`src/rtl/debounce_pkg.sv`:
```
// Shared types and helpers for the multi-channel switch debouncer.
package debounce_pkg;

  typedef enum logic {
    STABLE,
    VERIFY
  } state_e;

  // Counter wide enough to hold 0..stable_cycles; never narrower than one bit.
  function automatic int cnt_w(input int stable_cycles);
    return (stable_cycles < 1) ? 1 : $clog2(stable_cycles + 1);
  endfunction

endpackage

```
`src/rtl/debounce_ch.sv`:
```
// One debounce channel: synchroniser, qualify-counter FSM, registered level and strobes.
module debounce_ch
  import debounce_pkg::*;
#(
  parameter int   STABLE_CYCLES = 10,
  parameter int   SYNC_STAGES   = 2,
  parameter logic INIT_LEVEL    = 1'b0
) (
  input  logic clk,
  input  logic rst,
  input  logic sw_in,
  output logic sw_out,
  output logic rise,
  output logic fall
);

  localparam int            CW       = cnt_w(STABLE_CYCLES);
  localparam logic [CW-1:0] CNT_LAST = CW'(STABLE_CYCLES - 1);

  logic [SYNC_STAGES-1:0] sync_q;
  logic                   s;
  state_e                 state, state_nxt;
  logic [CW-1:0]          cnt, cnt_nxt;
  logic                   out_nxt, rise_nxt, fall_nxt, flip;

  // NOTE: sequential state uses non-blocking assignments so every flop samples
  // pre-edge values regardless of process ordering.
  always_ff @(posedge clk) begin
    if (rst) sync_q <= {SYNC_STAGES{INIT_LEVEL}};
    else     sync_q <= {sync_q[SYNC_STAGES-2:0], sw_in};
  end

  assign s = sync_q[SYNC_STAGES-1];

  // NOTE: every output of this block gets a default first, so no path can
  // leave a signal unassigned and infer a latch.
  always_comb begin
    state_nxt = state;
    cnt_nxt   = cnt;
    flip      = 1'b0;
    unique case (state)
      STABLE: begin
        if (s != sw_out) begin
          if (STABLE_CYCLES == 1) begin
            flip = 1'b1;
          end else begin
            cnt_nxt   = CW'(1);
            state_nxt = VERIFY;
          end
        end
      end
      VERIFY: begin
        if (s == sw_out) begin
          // Bounced back to the current level: drop the pending transition.
          cnt_nxt   = '0;
          state_nxt = STABLE;
        end else if (cnt == CNT_LAST) begin
          flip      = 1'b1;
          cnt_nxt   = '0;
          state_nxt = STABLE;
        end else begin
          cnt_nxt = cnt + CW'(1);
        end
      end
      default: begin
        cnt_nxt   = '0;
        state_nxt = STABLE;
      end
    endcase
    out_nxt  = flip ? ~sw_out : sw_out;
    rise_nxt = flip & ~sw_out;
    fall_nxt = flip & sw_out;
  end

  always_ff @(posedge clk) begin
    if (rst) begin
      state  <= STABLE;
      cnt    <= '0;
      sw_out <= INIT_LEVEL;
      rise   <= 1'b0;
      fall   <= 1'b0;
    end else begin
      state  <= state_nxt;
      cnt    <= cnt_nxt;
      sw_out <= out_nxt;
      rise   <= rise_nxt;
      fall   <= fall_nxt;
    end
  end

endmodule

```
`src/rtl/debounce_multi.sv`:
```
// N_CH independent debounce channels; top level is port slicing only.
module debounce_multi
  import debounce_pkg::*;
#(
  parameter int   N_CH          = 4,
  parameter int   STABLE_CYCLES = 10,
  parameter int   SYNC_STAGES   = 2,
  parameter logic INIT_LEVEL    = 1'b0
) (
  input  logic            clk,
  input  logic            rst,
  input  logic [N_CH-1:0] sw_in,
  output logic [N_CH-1:0] sw_out,
  output logic [N_CH-1:0] rise,
  output logic [N_CH-1:0] fall
);

  for (genvar i = 0; i < N_CH; i++) begin : g_ch
    debounce_ch #(
      .STABLE_CYCLES(STABLE_CYCLES),
      .SYNC_STAGES  (SYNC_STAGES),
      .INIT_LEVEL   (INIT_LEVEL)
    ) u_ch (
      .clk   (clk),
      .rst   (rst),
      .sw_in (sw_in[i]),
      .sw_out(sw_out[i]),
      .rise  (rise[i]),
      .fall  (fall[i])
    );
  end

endmodule

```
`config.mk`:
```
export PLATFORM = sky130hd
export DESIGN_NAME = debounce_multi
export DESIGN_NICKNAME = d
export VERILOG_FILES = /design/src/rtl/debounce_pkg.sv /design/src/rtl/debounce_ch.sv /design/src/rtl/debounce_multi.sv
export SDC_FILE = /design/constraint.sdc
export NUM_CORES = 1
export LEC_CHECK = 0
export ABC_AREA = 1
export CAP_MARGIN = 15
export CELL_PAD_IN_SITES_DETAIL_PLACEMENT = 1
export CELL_PAD_IN_SITES_GLOBAL_PLACEMENT = 1
export CORE_MARGIN = 4
export CORE_UTILIZATION = 35
export DETAILED_ROUTE_END_ITERATION = 8
export PLACE_DENSITY = 0.67
export SLEW_MARGIN = 20
export SYNTH_ARGS = -nofsm -noshare
export SYNTH_HDL_FRONTEND = slang
export SYNTH_SLANG_ARGS = --single-unit
```
`constraint.sdc`:
```
create_clock -name clk -period 1.57 [get_ports clk]
set_input_delay 0.157 -clock clk [delete_from_list [all_inputs] [get_ports clk]]
set_output_delay 0.157 -clock clk [all_outputs]
set_load 0.01 [all_outputs]
```
Word-level counts from Yosys, hierarchy flattened
Cells that the tools add are included.
Word-level totals
  bits in registers: 40
  input port bits: 6
  output and inout port bits: 12
  logic and storage cells: 104
Cells by class
  $add $sub $neg: 4
  equal/unequal tests: 16
  muxes and demuxes: 44
  bitwise operators: 16
Operators with widths (count)
  4-bit two-way mux: 12
  4-bit one-hot mux with 2 select lines: 4
  1-bit two-way mux: 24
  4-bit by 1-bit adder with 4-bit output, second input constant: 4
  4-bit == test, second input constant: 4
  1-bit bitwise AND: 8
  2-bit by 1-bit inequality test with 1-bit output, second input constant: 4
  1-bit inverter: 8
  1-bit one-hot mux with 2 select lines: 4
  1-bit == test: 4
  1-bit inequality test: 4

Depth between registers and ports, before layout
Gate-level depths: netlist of run 1.
  word-level depth: 5
  depth in mapped cells: 8
  depth with buffers taken out: 8

Cells and area by module
Synthesis of run 1 repeated with hierarchy kept, for this count alone.
Second synthesis, totals
  cells, all modules: 240
  area, all modules: 1895.6 um2
By module, submodules not included
  debounce_ch (g_ch[0].u_ch ...): instances 3, cells an instance 60, area each 479.2 um2, seq. area each 200.2 um2
  debounce_ch (g_ch[1].u_ch): instances 1, cells an instance 60, area each 457.9 um2, seq. area each 200.2 um2

Worst setup path after synthesis of run 1
Ideal clock, no wire load.
  kind: register -> register
  from: reg g_ch[2].u_ch.cnt[0]
  to: reg g_ch[2].u_ch.sw_out
  library setup time: 0.119 ns
  data arrival time: 0.979 ns
  data required time: 1.451 ns
  path slack: 0.472 ns
  stages on the path, launching flop included: 7
  path buffers: 0
  clock period less this slack: 1.098 ns
  cells stage by stage: dfxtp_1 ha_1 nand2_1 nor2_2 nand3_1 nand3_1 o21ai_1
Between the ends
  cells in the longest elaborated chain, start to end: 4
Ends and longest elaborated chain
  from (decl): RTL line debounce_ch.sv:23  | logic [CW-1:0] cnt, cnt_nxt;
  from (signal assigned): RTL line debounce_ch.sv:84  | cnt <= cnt_nxt;
  4-bit == test: RTL line debounce_ch.sv:57  | end else if (cnt == CNT_LAST) begin
  1-bit two-way mux: RTL line debounce_ch.sv:57
  1-bit two-way mux: RTL line debounce_ch.sv:53  | if (s == sw_out) begin
  1-bit two-way mux: RTL line debounce_ch.sv:41  | unique case (state)
  to (signal assigned): RTL line debounce_ch.sv:85  | sw_out <= out_nxt;
  to (decl): RTL line debounce_ch.sv:12  | output logic sw_out,
Every way passes these cells.
A chain may end at the register's enable or synchronous reset.

Worst setup path after layout of run 1
  from: reg g_ch[0].u_ch.sw_out
  to: out sw_out[0]
RTL lines
  from (decl): RTL line debounce_ch.sv:12
  from (signal assigned): RTL line debounce_ch.sv:85
  to (decl): RTL line debounce_multi.sv:13  | output logic [N_CH-1:0] sw_out,
No word-level cell between the ends.

==> run metrics, run 1 <==
Setup TNS 0 ps; Post-route DRC 0; DRT Wirelength 3610 µm; vias in the first global route 1476; CP Max Fanout 5; total track usage 0.1299; Longest Clk Path Bufs 2; f_max 679.3 MHz; Tcrit/Tclk final 0.9377; CTS H-Tree Depth 2; Lkg Pwr 0.9080 nW; crit end category output port; Top Family by Delay on Critical Path buffers and inverters; Yosys cell types 20; hold_ws ~380 ps; PostCTS Resize Cnt 0; max cap viols 0; max-slew violation count 0; routed vias ~1500; CTS tree yes; Cell Pwr Density 887.6 nW/µm²; Die Height 80.52 µm; multi-input combinational cell area 807.0 µm²; syn_nets 261; post-synthesis sequential area ratio 0.4351; Syn Inst Count 247; EDFF count, synth 0; Die ar. 6483 µm²; clk slew on worst S/H paths ~70 ps; reg-to-reg critical path endpoint g_ch[2].u_ch.sw_out; FILL cells between 600 and 700; number of synthesis warnings 0; Num CTS Buffers 5; post-detailed-route count of antenna-violating nets 0; CTS Hold Buffers Added 0; RSZ-0062 raised after global routing no; Antenna diodes 0; I/O Buffers 17; CP arrival 1320 ps; final setup fails 0; final-stage net count ~270; asr flop ratio synth 0; worst hold-check path type primary input to flip-flop; Reg2Reg Depth 6; CORE AREA 5107 µm²; Initial Util 0.3604; Worst Hold End g_ch[0].u_ch.sync_q[0]; Skew-Pair Late Insertion Delay between 200 and 300 ps; Core Rows 26; DR pass1 iterations 3; cell taking the most area after synthesis dfxtp_1; global-route wire length before repair ~6600 µm; Critical Path Start g_ch[0].u_ch.sw_out; initial antenna violation count 0; Avg Inst Size Synth 7.451 µm²; synthesis-stage register bit count 40; post-route setup slack 97.84 ps; Detailed Place HPWL approximately 2700 µm; hold path startpoint sw_in[0]; commonest non-fill, non-tap cell in the layout nand2_1; synth top area cells dfxtp_1 (44%), nand2_1 (13%), inv_1 (5.5%); CP required 1410 ps; DP Area 2008 µm²; Layout Cells excl Fill 328; relative slew slack 0.8121; routed len/inst 11.01 µm; fin crit period 1472 ps; ratio of cells with drive above 1 in the final layout 0.1279; CTS Root Cell clkbuf_8; Synth Flop Type dfxtp_1; DP Worst Slack 220.6 ps; CP max-delay cell clkdlybuf4s50_1; outcome finished, final reports clean; synthesized area 1841 µm²; most frequent cells in the layout nand2_1 (66), dfxtp_1 (40), inv_1 (27); hold depth 3; RePlAce Congestion 0.7786; IO Pins 18; Inst Count DP 321; FF-to-FF Start g_ch[2].u_ch.cnt[0]; VDD IR max 0.3543 mV; largest net degree at the start of global routing 19; Overflow after GRT 0; Tot Pwr about 1.9 mW; crit path cell chain clkdlybuf4s50_1; Die Width 80.52 µm; Crit Path Class flip-flop to output port; area share of the largest cell type after synthesis 0.4351; Reg area about 800 µm²; Buf/Inv on CP 1; Post-CTS Setup Inserts 0; Reg2Reg Setup Slack 290 ps; Worst Max-Slew Pin Slew 280.2 ps; CP max stage delay 590 ps; via/cell ratio 4.488; Synth-to-Final Area Change 14.34%; final hold vios 0; critical path startpoint category flip-flop; clock tree sinks 40; Initial DRC Count 41; post-route cell area ~2100 µm²; Fin Clk Skew about 8.1 ps; final core utilization 0.4121
-- flip-flops by register name (all words and copies together) (netlist names) --
register,flops
g_ch.u_ch.rise,4
g_ch.u_ch.state,4
g_ch.u_ch.fall,4
g_ch.u_ch.sync_q,8
g_ch.u_ch.cnt,16
g_ch.u_ch.sw_out,4
-- tightest hold or removal path: cells and delay by family --
kind	cells	cell delay, ps
buffers and inverters	2	440
AND/OR/NAND/NOR	1	30
-- routing by layer --
| metal | share of wire | track usage | up-vias |
|---|---|---|---|
| met3 | 0.038 | 0.03812 | 7 |
| met4 | 0.016 | 0.04561 | 0 |
| met2 | 0.46 | 0.2136 | 14 |
| met1 | 0.48 | 0.1607 | 680 |
| met5 | 0 | 0 | - |
| li1 | - | - | 771 |
-- worst max path at each step --
stage | endpoint | slack (ps) | cells past startpoint
6_report | sw_out[0] | 100 | 1
5_1_grt | sw_out[0] | 20 | 1
4_1_cts | sw_out[0] | 70 | 1
3_5_place_dp | g_ch[1].u_ch.sw_out | 220 | 4
3_3_place_gp | g_ch[1].u_ch.sw_out | 260 | 4
2_1_floorplan | g_ch[2].u_ch.sw_out | 470 | 6
-- synthesized netlist by cell type (all sizes together), types with 4 or more instances --
| cell | number |
|---|---|
| nand2 | 70 |
| dfxtp | 40 |
| inv | 33 |
| nor2 | 31 |
| buf | 15 |
| a21oi | 13 |
| nand3 | 12 |
| ha | 8 |
| nor3 | 8 |
| o21ai | 7 |
| nand4 | 5 |
| xor2 | 4 |
-- final cells by class --
| cell class | count | share of cell area |
|---|---|---|
| Clock buffer | 7 | 0.04578 |
| Inverter | 34 | 0.06064 |
| Multi-Input combinational cell | 158 | 0.3835 |
| Sequential cell | 40 | 0.3805 |
| Tap cell | 70 | 0.04162 |
| Timing Repair Buffer | 19 | 0.08799 |
-- cell families (layout without fill, tap and decap cells) --
family,after synthesis,count (layout),synth area share
XOR/XNOR,4,4,0.01903
AO/OA/AOI/OAI,20,20,0.05642
flip-flops,40,40,0.4351
buffers and inverters,49,60,0.1264
AND/OR/NAND/NOR,126,126,0.3086
adder cells (fa/ha/maj),8,8,0.05439
-- power by group --
part	total, mW	switching, mW	internal, mW
registers	1.05	0.0190	1.03
logic	0.0836	0.0484	0.0352
clock network	0.733	0.342	0.391
total	1.87	0.409	1.46
(Power assumes the default switching activity.)
==> run 2, diff against run 1 <==
- CTS_CLUSTER_SIZE: not set -> 24
- SLEW_MARGIN: 20 -> 10
==> results of run 2 <==
The final DEF is identical to that of run 1; final timing and power are the same.
==> run 3, diff against run 2 <==
- ABC_CLOCK_PERIOD_IN_PS: not set -> 1300
- PLACE_DENSITY: 0.67 -> 0.7
- clock period: 1.57 -> 1.3 ns (I/O delays scaled with it)
==> run 3 against run 2 <==
  * Clock skew fell by 1.4 ps
  * Via count rose by 4.8%
  * Count of clock-buffer cells in the layout fell by 2
  * Die area did not move
  * First-iteration DRC count fell by 32%
  * Critical endpoint is now g_ch[2].u_ch.sw_out
  * Worst hold slack got worse by 30 ps
  * Critical path depth rose by 5
  * Sequential share of layout area fell by 1.3 points
  * Clock power rose by 38%
  * Cell count rose by 2.7%
  * Global-route usage rose by 0.14 points
==> run metrics, run 3 (synthesis results as in run 1) <==
outcome finished, final reports clean (unchanged); VDD IR max 0.6567 mV (was 0.3543 mV); via/cell ratio 4.579 (was 4.488); Setup TNS 0 ps (unchanged); Tot Pwr 2.389 mW (was 1.868 mW); critical path startpoint category flip-flop (unchanged); RSZ-0062 raised after global routing no (unchanged); most frequent cells in the layout nand2_1 (66), dfxtp_1 (36), inv_1 (27) (was nand2_1 (66), dfxtp_1 (40), inv_1 (27)); Fin Clk Skew 6.677 ps (was 8.075 ps); largest register by flop count g_ch.u_ch.cnt (unchanged); CP Max Fanout 4 (was 5); fin crit period between 1000 and 1500 ps; CP required 1490 ps (was 1410 ps); Buf/Inv on CP 0 (was 1); global-route wire length before repair 6561 µm (was 6624 µm); Post-route DRC 0 (unchanged); Lkg Pwr 1.085 nW (was 0.9080 nW); Num CTS Buffers 5 (unchanged); Die ar. 6483 µm² (unchanged); Inst Count DP 329 (was 321); relative slew slack 0.8209 (was 0.8121); CTS H-Tree Depth 2 (unchanged); Worst Max-Slew Pin Slew 267.0 ps (was 280.2 ps); Met3 Wirelength 140 µm (was 138 µm); CP max-delay cell dfxtp_1 (was clkdlybuf4s50_1); Metal-1 WL 1734 µm (was 1741 µm); IO Pins 18 (unchanged); worst hold-check path type primary input to flip-flop (unchanged); multi-input combinational cell area 812.0 µm² (was 807.0 µm²); CTS tree yes (unchanged); final setup fails 0 (unchanged); initial antenna violation count 0 (unchanged); Top Family by Delay on Critical Path simple AND/OR/NAND/NOR gates (was buffers and inverters); RePlAce Congestion 0.7496 (was 0.7786); Overflow after GRT 0 (unchanged); Detailed Place HPWL 2891 µm (was 2718 µm); CTS Root Cell clkbuf_8 (unchanged); max cap viols 0 (unchanged); ratio of cells with drive above 1 in the final layout 0.1760 (was 0.1279); max reg flops 16 (unchanged); max-slew violation count 0 (unchanged); routed vias 1543 (was 1472); Crit Path Class flip-flop to flip-flop (was flip-flop to output port); CP arrival 1370 ps (was 1320 ps); CP max stage delay 370 ps (was 590 ps); Synth-to-Final Area Change 19.17% (was 14.34%); crit end category flip-flop (was output port); Initial Util 0.3604 (unchanged); clk slew on worst S/H paths 80 ps (was 70 ps); Reg area 805.8 µm² (was 800.8 µm²); Cell Pwr Density 1089 nW/µm² (was 887.6 nW/µm²); vias in the first global route 1476 (unchanged); total track usage 0.1313 (was 0.1299); biggest regs g_ch.u_ch.cnt x16, g_ch.u_ch.sync_q x8 (unchanged); FILL cells 663 (was 648); Die Height 80.52 µm (unchanged); CORE AREA 5107 µm² (unchanged); Initial DRC Count 28 (was 41); routed len/inst 11.23 µm (was 11.01 µm); post-detailed-route count of antenna-violating nets 0 (unchanged); DR pass1 iterations 2 (was 3); post-route cell area 2193 µm² (was 2105 µm²); Longest Clk Path Bufs 2 (unchanged); clock tree sinks 40 (unchanged); Die Width 80.52 µm (unchanged); Tcrit/Tclk final 0.9113; DR top layer met4 (unchanged); DP Area 2068 µm² (was 2008 µm²); Layout Cells excl Fill 337 (was 328); crit path cell chain ha_1, nand2_1, nor2_2, nand3_2, nand3_1, o21ai_1 (was clkdlybuf4s50_1); DRT Wirelength 3783 µm (was 3610 µm); final-stage net count 280 (was 272); Core Rows 26 (unchanged); largest net degree at the start of global routing 19 (unchanged); Skew-Pair Late Insertion Delay 290 ps (about the same); WL met2 1842 µm (was 1673 µm); commonest non-fill, non-tap cell in the layout nand2_1 (unchanged); Antenna diodes 0 (unchanged); I/O Buffers 17 (unchanged); final hold vios 0 (unchanged); CTS Hold Buffers Added 0 (unchanged); f_max 844.1 MHz
run 3: changes by cell type in the layout (fill, tap and decap cells not counted), moves of 2 or more:
cell             delta
clkbuf_8            -2
dfxtp_1             -4
dfxtp_2             +4
clkdlybuf4s50_1    -12
buf_4               +8
dlygate4sd2_1       +7
dlymetal6s2s_1      +5
run 3: tightest hold or removal path: cells and delay by family:
kind	cells	cell delay, ps
buffers and inverters	2	440
AND/OR/NAND/NOR	1	30
run 3: cell type report:
class	instances	area share
clock buffers	5	0.03137
multi-input cells	158	0.3702
well taps	70	0.03993
inverters	34	0.05819
repair buffers	27	0.1135
clock inverters	3	0.01940
flip-flops and latches	40	0.3674
run 3: path summary, 6_finish.rpt:
kind / slack [ps] / from / endpoint / cells past startpoint
max: 120 / g_ch[2].u_ch.cnt[0] / g_ch[2].u_ch.sw_out / 6
min: 350 / sw_in[0] / g_ch[0].u_ch.sync_q[0] / 3
max reg2reg: 120 / g_ch[2].u_ch.cnt[0] / g_ch[2].u_ch.sw_out / 6
min reg2reg: 410 / g_ch[0].u_ch.sync_q[0] / g_ch[0].u_ch.sync_q[1] / 2
run 3: layer usage:
layer  vias up  track usage
met5         -            0
met4         0      0.05574
met3         8      0.03812
met2        20       0.2177
met1       723       0.1571
li1        792            -
run 3: power by group:
group | leakage, nW | total [mW] | switching [mW] | internal [mW]
combinational | 0.704 | 0.120 | 0.0689 | 0.0508
clock | 0.0541 | 1.01 | 0.439 | 0.568
sequential | 0.327 | 1.26 | 0.0163 | 1.25
total | 1.08 | 2.39 | 0.524 | 1.86
run 3: timing repair:
action,4_1_cts,5_1_grt
endpoints found under the hold margin,0,0
gates resized for setup,11,6
cloned,0,0
setup endpoints to repair,7,6
buffers inserted,0,0
run 3: stage by stage:
| stage | util | setup WS (ps) | hold WS, ps |
|---|---|---|---|
| global placement | 0.4049 | 2.843 | 392.2 |
| floorplan | - | 201.7 | 237.0 |
| CTS | 0.4260 | 10.50 | 345.6 |
| finish | 0.4294 | 115.3 | 353.5 |
| global route | 0.4294 | 8.503 | 364.7 |
| detailed placement | 0.4049 | -24.04 | 400.9 |
